===== src/rtl/gate_selftest.sv =====
// gate_selftest: sweeps every operand pair through NAND-only logic gates and native
// operators, compares the two results and counts passes/fails, latching the first mismatch.
`default_nettype none

module gate_selftest #(
  parameter int WIDTH = 4,
  parameter int CNT_W = 16
) (
  input  logic             clk,
  input  logic             rst_n,
  input  logic             start,
  input  logic [5:0]       op_mask,
  input  logic             inject_fault,
  output logic             busy,
  output logic             done,
  output logic [CNT_W-1:0] pass_cnt,
  output logic [CNT_W-1:0] fail_cnt,
  output logic             fail_valid,
  output logic [2:0]       fail_op,
  output logic [WIDTH-1:0] fail_a,
  output logic [WIDTH-1:0] fail_b
);

  localparam int VW = 2 * WIDTH;

  typedef enum logic [1:0] {IDLE = 2'd0, RUN = 2'd1, DRAIN = 2'd2, DONE = 2'd3} state_t;

  state_t           state, state_nx;
  logic [5:0]       mask_q;
  logic             fault_q;
  logic [2:0]       op_q;
  logic [VW-1:0]    vec_q;
  logic             accept, last_vec, has_next;
  logic [2:0]       first_op, next_op;
  logic [WIDTH-1:0] a, b, n_ab, n_aa, n_bb, or_n, dut_res, ref_res;

  logic             s1_valid;
  logic [2:0]       s1_op;
  logic [WIDTH-1:0] s1_a, s1_b, s1_dut, s1_ref;

  function automatic logic [WIDTH-1:0] nand2(input logic [WIDTH-1:0] x, input logic [WIDTH-1:0] y);
    return ~(x & y);
  endfunction

  assign accept   = ((state == IDLE) || (state == DONE)) && start;
  assign last_vec = &vec_q;
  assign a        = vec_q[VW-1:WIDTH];
  assign b        = vec_q[WIDTH-1:0];
  assign busy     = (state == RUN) || (state == DRAIN);
  assign done     = (state == DONE);

  // Descending scans leave the lowest qualifying bit as the final assignment.
  always_comb begin
    first_op = '0;
    has_next = 1'b0;
    next_op  = op_q;
    for (int i = 5; i >= 0; i--) begin
      if (op_mask[i]) first_op = 3'(i);
      if (mask_q[i] && (3'(i) > op_q)) begin
        has_next = 1'b1;
        next_op  = 3'(i);
      end
    end
  end

  always_ff @(posedge clk or negedge rst_n) begin
    if (!rst_n) state <= IDLE;
    else        state <= state_nx;
  end

  always_comb begin
    state_nx = state;
    case (state)
      IDLE, DONE: if (start) state_nx = (op_mask != 6'd0) ? RUN : DONE;
      RUN:        if (last_vec && !has_next) state_nx = DRAIN;
      DRAIN:      state_nx = DONE;
      default:    state_nx = IDLE;
    endcase
  end

  always_ff @(posedge clk or negedge rst_n) begin
    if (!rst_n) begin
      mask_q  <= '0;
      fault_q <= 1'b0;
      op_q    <= '0;
      vec_q   <= '0;
    end else if (accept) begin
      mask_q  <= op_mask;
      fault_q <= inject_fault;
      op_q    <= first_op;
      vec_q   <= '0;
    end else if (state == RUN) begin
      vec_q <= vec_q + VW'(1);
      if (last_vec && has_next) op_q <= next_op;
    end
  end

  // Gate-level path built purely from 2-input NANDs.
  assign n_ab = nand2(a, b);
  assign n_aa = nand2(a, a);
  assign n_bb = nand2(b, b);
  assign or_n = nand2(n_aa, n_bb);

  always_comb begin
    dut_res = '0;
    ref_res = '0;
    case (op_q)
      3'd0: begin dut_res = or_n;                                   ref_res = a | b;    end
      3'd1: begin dut_res = nand2(n_ab, n_ab);                      ref_res = a & b;    end
      3'd2: begin dut_res = n_aa;                                   ref_res = ~a;       end
      3'd3: begin dut_res = n_ab;                                   ref_res = ~(a & b); end
      3'd4: begin dut_res = nand2(or_n, or_n);                      ref_res = ~(a | b); end
      3'd5: begin dut_res = nand2(nand2(a, n_ab), nand2(b, n_ab));  ref_res = a ^ b;    end
      default: ;
    endcase
    dut_res[0] = dut_res[0] ^ fault_q;
  end

  always_ff @(posedge clk or negedge rst_n) begin
    if (!rst_n) begin
      s1_valid <= 1'b0;
      s1_op    <= '0;
      s1_a     <= '0;
      s1_b     <= '0;
      s1_dut   <= '0;
      s1_ref   <= '0;
    end else begin
      s1_valid <= (state == RUN);
      s1_op    <= op_q;
      s1_a     <= a;
      s1_b     <= b;
      s1_dut   <= dut_res;
      s1_ref   <= ref_res;
    end
  end

  always_ff @(posedge clk or negedge rst_n) begin
    if (!rst_n) begin
      pass_cnt   <= '0;
      fail_cnt   <= '0;
      fail_valid <= 1'b0;
      fail_op    <= '0;
      fail_a     <= '0;
      fail_b     <= '0;
    end else if (accept) begin
      pass_cnt   <= '0;
      fail_cnt   <= '0;
      fail_valid <= 1'b0;
    end else if (s1_valid) begin
      if (s1_dut == s1_ref) begin
        if (pass_cnt != '1) pass_cnt <= pass_cnt + CNT_W'(1);
      end else begin
        if (fail_cnt != '1) fail_cnt <= fail_cnt + CNT_W'(1);
        if (!fail_valid) begin
          fail_valid <= 1'b1;
          fail_op    <= s1_op;
          fail_a     <= s1_a;
          fail_b     <= s1_b;
        end
      end
    end
  end

endmodule

`default_nettype wire


===== config.mk =====
export PLATFORM = sky130hd
export DESIGN_NAME = gate_selftest
export DESIGN_NICKNAME = d
export VERILOG_FILES = /design/src/rtl/gate_selftest.sv
export SDC_FILE = /design/constraint.sdc
export NUM_CORES = 1
export LEC_CHECK = 0
export BUFFER_PORTS_ARGS = -buffer_cell sky130_fd_sc_hd__clkbuf_2
export CAP_MARGIN = 10
export CORE_ASPECT_RATIO = 1.2
export CORE_MARGIN = 1
export CORE_UTILIZATION = 45
export CTS_BUF_LIST = sky130_fd_sc_hd__clkbuf_4
export DETAILED_ROUTE_END_ITERATION = 10
export SYNTH_ARGS = -nofsm -noshare
export SYNTH_HDL_FRONTEND = slang
export SYNTH_SLANG_ARGS = --single-unit

===== constraint.sdc =====
create_clock -name clk -period 2 [get_ports clk]
set_input_delay 0.1 -clock clk [delete_from_list [all_inputs] [get_ports clk]]
set_output_delay 0.1 -clock clk [all_outputs]
set_load 0.01 [all_outputs]

# ---- Word level (Yosys, flattened, before mapping)
# Cells that the tools add are included.
dict set report totals {
  reg_bits 84
  in_bits 10
  elab_cells 136
}
dict set report classes {
  n_addsub 3
  order_cmp 6
  eq_ne 14
  mux 40
  bitwise_logic 26
  reduce_logical 30
}
# operator count
set ops {}
lappend ops {{$mux 16} 8}
lappend ops {{$pmux 4 s6} 2}
lappend ops {{$mux 3} 15}
lappend ops {{$not 4->4} 11}
lappend ops {{$and 4x4->4} 9}
lappend ops {{$add 16x1->16 const B} 2}
lappend ops {{$ne 16x16->1 const B} 2}
lappend ops {{$mux 8} 2}
lappend ops {{$reduce_bool 2->1} 6}
lappend ops {{$logic_and 1x1->1} 9}
lappend ops {{$mux 1} 9}
lappend ops {{$reduce_and 3->1} 3}
lappend ops {{$add 8x1->8 const B} 1}
lappend ops {{$reduce_and 8->1} 1}
lappend ops {{$reduce_bool 7->1} 1}
lappend ops {{$eq 3x2->1 const B} 2}
lappend ops {{$eq 3x3->1 const B} 2}
lappend ops {{$gt 1x3->1 const A} 2}
lappend ops {{$gt 2x3->1 const A} 2}
lappend ops {{$gt 3x3->1 const A} 2}
lappend ops {{$mux 2} 3}
lappend ops {{$ne 2x2->1 const B} 3}
lappend ops {{$pmux 2 s3} 1}
lappend ops {{$reduce_bool 6->1} 1}
lappend ops {{other kinds (15)} 20}

# ---- Longest topological paths before layout
# Gate-level depths: netlist (run 1).
dict set report depth {
  word_depth 12
  mapped_depth 7
}

# ---- Worst setup path before layout (run 1)
# No wires, ideal clock.
dict set report synth_timing {
  path_type {register to register}
  start {register s1_ref[3]}
  end {register fail_a[0]}
  setup_time_ns 0.125
  arrival_ns 1.751
  slack_ns 0.124
  path_stages_with_launch 6
  synth_period_minus_slack_ns 1.876
  path_cell_list {dfrtp_1 > xor2_1 > o41ai_4 > or3_4 > buf_6 > mux2_4}
}
dict set report synth_via {
  elab_chain_cells 3
}
# element line_no
set synth_lines {}
lappend synth_lines {{start, declared} 39} ;# logic [WIDTH-1:0] s1_a, s1_b, s1_dut, s1_ref;
lappend synth_lines {{start signal, assigned} 133} ;# s1_ref <= ref_res;
lappend synth_lines {{$eq 4x4->1} 150} ;# if (s1_dut == s1_ref) begin
lappend synth_lines {{$not 1->1 (no line)} n/a}
lappend synth_lines {{$reduce_and 4->1 (no line)} n/a}
lappend synth_lines {{end signal, assigned} 143} ;# fail_a <= '0;
lappend synth_lines {{end signal, assigned} 157} ;# fail_a <= s1_a;
lappend synth_lines {{end, declared} 20} ;# output logic [WIDTH-1:0] fail_a,
# Every way passes these cells.
# A chain may end at the register's enable or synchronous reset.

# ---- Worst setup path after layout (run 1)
dict set report layout_timing {
  start {register s1_ref[3]}
  end {register pass_cnt[14]}
}
dict set report layout_via {
  elab_chain_cells 3
}
# element line_no
set layout_lines {}
lappend layout_lines {{$eq 4x4->1} 150}
lappend layout_lines {{$reduce_bool 2->1 (no line)} n/a}
lappend layout_lines {{$reduce_and 3->1 (no line)} n/a}
lappend layout_lines {{end signal, assigned} 151} ;# if (pass_cnt != '1) pass_cnt <= pass_cnt + CNT_W'(1);
lappend layout_lines {{end, declared} 16} ;# output logic [CNT_W-1:0] pass_cnt,
# Every way passes these cells.

==> flow_summary.ini, run 1 <==
[outcome]
status = finished clean

[timing]
fin_crit_sh_pct = 98.47
fmax_mhz = 507.8
relSlewSlack_pct = 65.29
rsz0062_at_grt = yes
hold_viol = 0
finalSetupViolations = 0
finClkSkew_ns = 0.01467
worst_slew_pin_slew_ns = 0.5191
period_minus_slack_ns = 1.969
finalSetupTns_ns = 0
setup_slack_ns = 0.03062
finalMaxSlewViolations = 0

[synthesis]
yosys-top-cells-area = dfrtp_1 49%, ha_1 4.2%, nand2_1 3.6%
syn_area_um2 = 4218
synth.top_cell.area_share_pct = 49.24
synth-seq-cells = 83
syn-mean-instance-area_um2 = 10.36
syn_nets = 431
netlist-cell-type-count = 60
netlist_instances = 407
yosysWarningCount = 0
async_reset_ff_share_pct = 100.0
yosysSeqAreaShare_pct = 49.24
synth_area_leader_cell = dfrtp_1
ys.flop_type = dfrtp_1
synth_edf_count = 0

[cts]
cts.htree.levels = 3
postCtsSetupBuffers = 0
cts.path.max_buffers = 2
cts_made_buffers = 9
insertion_delay_ns = 0.44
cts_tree = built
cts-root-buf = clkbuf_4
path_clk_slew_ns = 0.13
cts.sinks = 83

[detailed_routing]
drc = 0
vias = 3397
postRouteAntennaNets = 0
avgViaCountPerCell = 5.461
drt_iter0_drc = 141
drt-total-wl_um = 9683
drtPass1Iterations = 5
post_drt_wl_per_cell_um = 15.57

[floorplanning]
die_area_um2 = 9766
fp.dieH_um = 108.1
rows = 38
die_w_um = 90.38
start_util_pct = 46.45
coreArea_um2 = 9081
num_io_pins = 56

[place]
dp_hpwl_um = 6809
pre_cts_ws_ns = -0.009542
portBuffers = 55
routabilityCongestion = 0.8026

[power_and_ir_drop]
p_leak_nw = 2.494
ir_drop_uv = 580.2
power.total_w = 0.005807
p_per_area_nw_per_um2 = 1129

[cells_and_area]
seqCellArea_um2 = 2077
areaGrowthSynthToFinish_pct = 21.98
multi_input_area_um2 = 2076
layout_common_cells = 83 x dfrtp_1, 54 x clkbuf_2, 41 x nand2_1
fin_nets = 523
drive_gt1_share_pct = 27.49
final_common_cell = dfrtp_1
num_antenna_cells = 0
nFillCells = 828

[grt]
grt.total_usage_pct = 20.54
gr-total-overflow = 0
grt_pass1_wl_um = 15760
grt_max_degree = 37
grt_pass1_vias = 3309
antenna_found_initial = 0

[setup_path]
cp.required_ns = 2.37
cp_max_fo = 5
critPathCaptureType = flop
crit_arrival_ns = 2.33
r2r_start = s1_ref[3]
r2r_slack_ns = 0.03
crit_type = flop to flop
r2r-end = pass_cnt[14]
r2r_cells = 6
critPathLaunchType = flop

[hold_path]
hp-class = input pin to flop
min_from = start
hold_path_end = state[0]
whs_path_depth = 3

[job]
max_cap_viol_count = 0
==> logic make-up (layout without fill, tap and decap cells) <==
| group | Yosys count | in the layout | share of synthesized area (%) |
|---|---|---|---|
| DFF | 83 | 83 | 49.24 |
| xor gates and xnor gates | 18 | 18 | 3.738 |
| and+or+nand+nor | 145 | 146 | 18.10 |
| buffers and inverters | 34 | 128 | 3.471 |
| AOI/OAI and AO/OA | 90 | 90 | 14.42 |
| adders and majority gates | 14 | 14 | 4.153 |
| muxes | 23 | 23 | 6.882 |
==> metrics by stage <==
step,instance area (um2),hold WS (ns),instances,utilization (%)
after floorplan,4218,-0.1956,407,-
after global placement,4851,0.05842,600,53.42
after detailed placement,4851,0.06662,600,53.42
after CTS,5071,0.01281,621,55.84
after global routing,5145,0.05026,622,56.65
final,5145,0.04499,622,56.65
==> final cells by class <==
class,instances,area share [%]
clock inverter,4,1.313
multi-input combinational,291,40.35
inverter,17,1.240
tap,120,2.918
clock buffer,10,1.459
sequential,83,40.37
timing repair buffer,97,12.35
==> cell usage after synthesis (2+ instances only) <==
library cell  instances
a211oi_1              3
mux2_2                4
nand2b_1              5
xor2_1               10
mux2_1                4
nand2_1              41
nor3_1                5
nor2b_1               3
buf_6                 2
a2111oi_1             2
dfrtp_1              83
o41ai_1               3
nand3_1              13
o22ai_1               7
a41o_1                3
nor4_1                2
mux2_4               10
and2_1                6
clkbuf_1             13
o211ai_1              2
inv_1                17
o21ai_0               9
or3_1                13
o21ai_1               7
xnor2_1               8
nand4_1               9
and3_1                3
nor2_1               29
or4_1                 5
o31ai_1               3
a31oi_1               4
a31o_1                2
mux2i_1               5
and4_1                3
a21oi_1              30
o21a_1                2
ha_1                 14
==> report_power, final <==
| part | internal [W] | total [W] | switching (W) |
|---|---|---|---|
| Combinational | 0.00109 | 0.00248 | 0.00139 |
| Sequential | 0.00202 | 0.00228 | 0.000262 |
| Clock | 0.000501 | 0.00104 | 0.000541 |
| Total | 0.00362 | 0.00581 | 0.00219 |
==> critical path: stages, from the launching register on <==
cell	delay (ns)
dfrtp_1	0.42
xor2_2	0.21
nor4_4	0.35
buf_4	0.18
nand3_1	0.15
or4_1	0.44
a21oi_1	0.16
==> layer usage <==
layer / track usage, % / share of wire [%]
met1: 25.31 / 44
met2: 35.82 / 50
met3: 2.672 / 4.3
met4: 10.02 / 1.8
met5: 0 / 0
==> sequential cells by signal, summed over array words and instances, names as in the netlist, 5 cells and up <==
signal    cells
vec_q         8
pass_cnt     16
mask_q        5
fail_cnt     16
==> how the worst max path moves through the flow <==
stage / start / endpoint / slack [ns] / depth (start not counted)
global placement: s1_ref[1] / fail_cnt[3] / 0.04 / 6
global route: pass_cnt[0] / pass_cnt[1] / -0.1 / 6
detailed placement: s1_ref[1] / fail_cnt[3] / -0.01 / 6
floorplan: s1_ref[3] / fail_a[0] / 0.12 / 5
CTS: s1_ref[2] / fail_cnt[3] / 0.03 / 6
finish: s1_ref[3] / pass_cnt[14] / 0.03 / 6
==> timing repair <==
item	CTS	global route
pin swaps	0	5
gates resized for setup	1	13
endpoints found under the hold margin	71	0
hold buffers	7	0
endpoints found under the setup margin	1	20
cloned	0	1
No activity file was read; power rests on OpenSTA's default activity.
==> inputs of run 2 (changes only) <==
Settings changed: CORE_UTILIZATION 45 to 25, MAX_ROUTING_LAYER set to met4.
==> run 2 against run 1 <==
Net effect:
- the flow now finishes with violations (setup timing)
- setup slack worse by 0.036 ns
- combinational power shrank 2%
- via count down 0.74%
- design area up 1.9%
- sequential share of layout area shrank 0.77 points
- first-iteration DRC count rose by 46%
- sequential cell count unchanged
- final cell count up 15%
- die area up 78%
- wire length is 3.6% higher
- count of clock-buffer cells in the layout down 1
- critical endpoint is now pass_cnt[15]
- largest power group unchanged
==> flow_summary.ini, run 2 (synthesis gave the netlist of run 1 again) <==
[cts]
insertion_delay_ns = 0.46
cts-root-buf = clkbuf_4
cts_tree = built
cts_made_buffers = 9
cts.path.max_buffers = 2
path_clk_slew_ns = 0.14
cts.htree.levels = 3
cts.sinks = 83

[grt]
grt_busiest_layer = met2
gr-total-overflow = 0
antenna_found_initial = 0
grt.total_usage_pct = 12.65
grt_use_met1_pct = 15.39
grtUsageMet2_pct = 20.54
grt_pass1_wl_um = 16720
grt_pass1_vias = 3303
grtUsageMet3_pct = 2.839
grt_max_degree = 48

[power_and_ir_drop]
ir_drop_uv = 601.2
p_leak_nw = 2.473
p_per_area_nw_per_um2 = 1076
power.total_w = 0.005646

[outcome]
status = finished with violations
violations = setup timing

[place]
routabilityCongestion = 0.7898
portBuffers = 55
place_area_um2 = 4928
dp_hpwl_um = 7217

[cells_and_area]
num_antenna_cells = 0
reg.largest.list = fail_cnt x16, pass_cnt x16, vec_q x8
fin_nets = 521
final_common_cell = dfrtp_1
areaGrowthSynthToFinish_pct = 24.35
layout_common_cells = 83 x dfrtp_1, 54 x clkbuf_2, 41 x nand2_1
final_area_um2 = 5245
drive_gt1_share_pct = 27.69

[timing]
whs_ns = 0.1212
fin_crit_sh_pct = 100.3
fmax_mhz = 498.7
worst_slew_pin_slew_ns = 0.6299
setup_slack_ns = -0.005082
finalMaxSlewViolations = 0
finalSetupViolations = 1
relSlewSlack_pct = 58.00
finalSetupTns_ns = -0.005082
rsz0062_at_grt = yes
finClkSkew_ns = 0.01826
period_minus_slack_ns = 2.005
hold_viol = 0

[floorplanning]
die_area_um2 = 17400
start_util_pct = 25.82
die_w_um = 120.6
num_io_pins = 56
rows = 51
coreArea_um2 = 16340
fp.dieH_um = 144.3

[detailed_routing]
postRouteAntennaNets = 0
drt_iter0_drc = 206
post_drt_wl_per_cell_um = 14.05
vias = 3372
drtPass1Iterations = 4
avgViaCountPerCell = 4.723
drc = 0
drt-total-wl_um = 10030

[setup_path]
cp_max_fo = 5
cp.required_ns = 2.33
r2r_slack_ns = -0.005
critPathCaptureType = flop
crit_arrival_ns = 2.34
crit_type = flop to flop
critPathLaunchType = flop

[job]
max_cap_viol_count = 0

[hold_path]
hp-class = input pin to flop
-- run 2: per-stage QoR --
step                setup WS [ns]  utilization [%]  std cells
global route             -0.06886            32.11        714
global placement          0.03595            30.17        687
detailed placement        0.03029            30.17        687
finish                  -0.005082            32.11        714
floorplan                  0.1243                -        407
CTS                       0.01463            31.52        711
-- run 2: worst paths after layout --
path	depth (start not counted)	from	end
worst min-delay path	4	op_mask[0]	op_q[0]
worst max-delay path	7	s1_ref[2]	pass_cnt[15]
max in group asynchronous	3	rst_n	pass_cnt[13]
min in group asynchronous	2	rst_n	fail_a[0]
worst min register to register	1	s1_b[0]	fail_b[0]
worst max register to register	7	s1_ref[2]	pass_cnt[15]
-- run 2: where the power goes --
| part | internal [W] | switching [W] |
|---|---|---|
| Combinational | 0.00107 | 0.00136 |
| Clock | 0.000275 | 0.000642 |
| Sequential | 0.00202 | 0.000275 |
-- run 2: worst max-delay path, cell delays in order (launching register included) --
cell      delay, ns
dfrtp_1        0.43
xor2_2         0.23
nor4_4         0.36
buf_4          0.19
nand4_2        0.11
buf_4          0.20
o311ai_4       0.23
o41ai_2        0.12
-- run 2: area by class of cell --
type | instances | area [um2]
Sequential cell | 83 | 2077
Timing Repair Buffer | 96 | 630.6
Inverter | 17 | 63.81
Tap cell | 212 | 265.3
Clock buffer | 9 | 67.56
Fill cell | 1750 | 11090
Multi-Input combinational cell | 290 | 2083
Clock inverter | 7 | 57.56
-- run 2: metal layers --
layer | vias up | share of wire (%)
met3 | 16 | 3.6
li1 | 1640 | -
met2 | 62 | 50
met4 | 0 | 1.5
met1 | 1654 | 45
met5 | - | 0
-- run 2: repair_timing --
action,4_1_cts,5_1_grt
setup buffers,0,3
endpoints found under the hold margin,53,0
hold buffers,8,0
resized for setup,2,12
pin swaps,1,3
setup endpoints to repair,3,25
==> inputs of run 3 (changes only) <==
Settings changed: CTS_BUF_LIST sky130_fd_sc_hd__clkbuf_4 to not set.
==> run 3 against run 2 <==
Net effect:
- the run now ends clean
- worst hold slack worse by 0.11 ns
- sequential power hardly changed
- fmax is 0.79% higher
- critical path type unchanged
==> flow_summary.ini, run 3 (synthesis gave the netlist of run 1 again) <==
[detailed_routing]
drc = 0
drt-total-wl_um = 9891
post_drt_wl_per_cell_um = 13.97
avgViaCountPerCell = 4.730
drt_iter0_drc = 226
drtPass1Iterations = 4
postRouteAntennaNets = 0
vias = 3349

[grt]
gr-total-overflow = 0
grt_pass1_wl_um = 16710
grt_max_degree = 48
grt.total_usage_pct = 12.63
antenna_found_initial = 0
grt_pass1_vias = 3271

[power_and_ir_drop]
p_per_area_nw_per_um2 = 1187
power.total_w = 0.006314
p_leak_nw = 2.518
ir_drop_uv = 602.0

[cells_and_area]
num_antenna_cells = 0
layout_common_cells = 83 x dfrtp_1, 54 x clkbuf_2, 41 x nand2_1
final_common_cell = dfrtp_1
nFillCells = 1741
drive_gt1_share_pct = 27.22
areaGrowthSynthToFinish_pct = 26.10
fin_nets = 515
reg.largest.list = fail_cnt x16, pass_cnt x16, vec_q x8

[outcome]
status = finished clean

[hold_path]
hp-class = input pin to flop

[timing]
fin_crit_sh_pct = 99.47
finalSetupViolations = 0
worst_slew_pin_slew_ns = 0.6262
relSlewSlack_pct = 58.25
finalSetupTns_ns = 0
whs_ns = 0.006887
setup_slack_ns = 0.01062
finalMaxSlewViolations = 0
hold_viol = 0
rsz0062_at_grt = yes
finClkSkew_ns = 0.007264
fmax_mhz = 502.7
period_minus_slack_ns = 1.989

[floorplanning]
start_util_pct = 25.82
coreArea_um2 = 16340
fp.dieH_um = 144.3
die_area_um2 = 17400
num_io_pins = 56
rows = 51
die_w_um = 120.6

[setup_path]
critPathLaunchType = flop
cp_max_fo = 14
crit_arrival_ns = 2.26
crit_type = flop to flop
cp.required_ns = 2.27
critPathCaptureType = flop

[place]
portBuffers = 55
pre_cts_ws_ns = 0.03029
dp_hpwl_um = 7217
routabilityCongestion = 0.7898

[cts]
cts_tree = built
insertion_delay_ns = 0.34
cts-root-buf = clkbuf_16
path_clk_slew_ns = 0.07
cts.path.max_buffers = 2
cts.htree.levels = 3
cts_made_buffers = 9
cts.sinks = 83

[job]
max_cap_viol_count = 0
==> run 3: changes by cell type in the layout (fill, tap and decap cells not counted), moves of 2 or more <==
cell	delta
buf_4	-2
clkbuf_16	+9
clkbuf_4	-9
dlygate4sd3_1	-4
==> run 3: path summary, 6_finish.rpt <==
path	depth (start not counted)	slack (ns)	endpoint	startpoint
setup / recovery	5	0.01	pass_cnt[7]	s1_dut[2]
max in group asynchronous	3	1.07	pass_cnt[13]	rst_n
min in group asynchronous	2	0.32	fail_b[3]	rst_n
hold / removal	3	0.007	mask_q[5]	op_mask[5]
hold reg to reg	1	0.45	fail_b[0]	s1_b[0]
setup reg to reg	5	0.01	pass_cnt[7]	s1_dut[2]
==> run 3: cell type report <==
type	count	area, um2	area share (%)
sequential	83	2077	39.05
multi-input combinational	290	2044	38.44
timing repair buffer	90	575.6	10.82
tap	212	265.3	4.987
clock buffer	10	239.0	4.493
inverter	17	63.81	1.200
clock inverter	6	53.80	1.012
==> run 3: worst max-delay path: stages (launching register included) <==
cell and delay, ns:
dfrtp_1 0.40, xor2_2 0.23, nor4_4 0.35, o211ai_2 0.30
or4_1 0.48, a21oi_1 0.16
==> run 3: metrics by stage <==
step	instance area (um2)	std cells	utilization, %
after global routing	5319	708	32.56
after detailed placement	4928	687	30.17
after floorplan	4218	407	-
after global placement	4928	687	30.17
final	5319	708	32.56
after CTS	5261	707	32.21
==> run 3: power by group <==
part	internal, W	total [W]	switching [W]
Sequential	0.00203	0.00230	0.000272
Combinational	0.00105	0.00240	0.00134
Clock	0.000899	0.00162	0.000720
==> run 3: timing repair <==
action                                  4_1_cts  5_1_grt
hold buffers                                  4        0
hold endpoints to repair                     49        0
endpoints found under the setup margin        0       25
buffers inserted                              0        1
gates resized for setup                       0        9
==> run 3: per-layer routing <==
metal / vias to the layer above / global-route usage, % / routed length [um]
li1: 1629 / - / -
met3: 9 / 2.800 / 341
met5: - / - / 0
met4: 0 / 4.224 / 88
met1: 1653 / 15.54 / 4539
met2: 58 / 20.51 / 4922
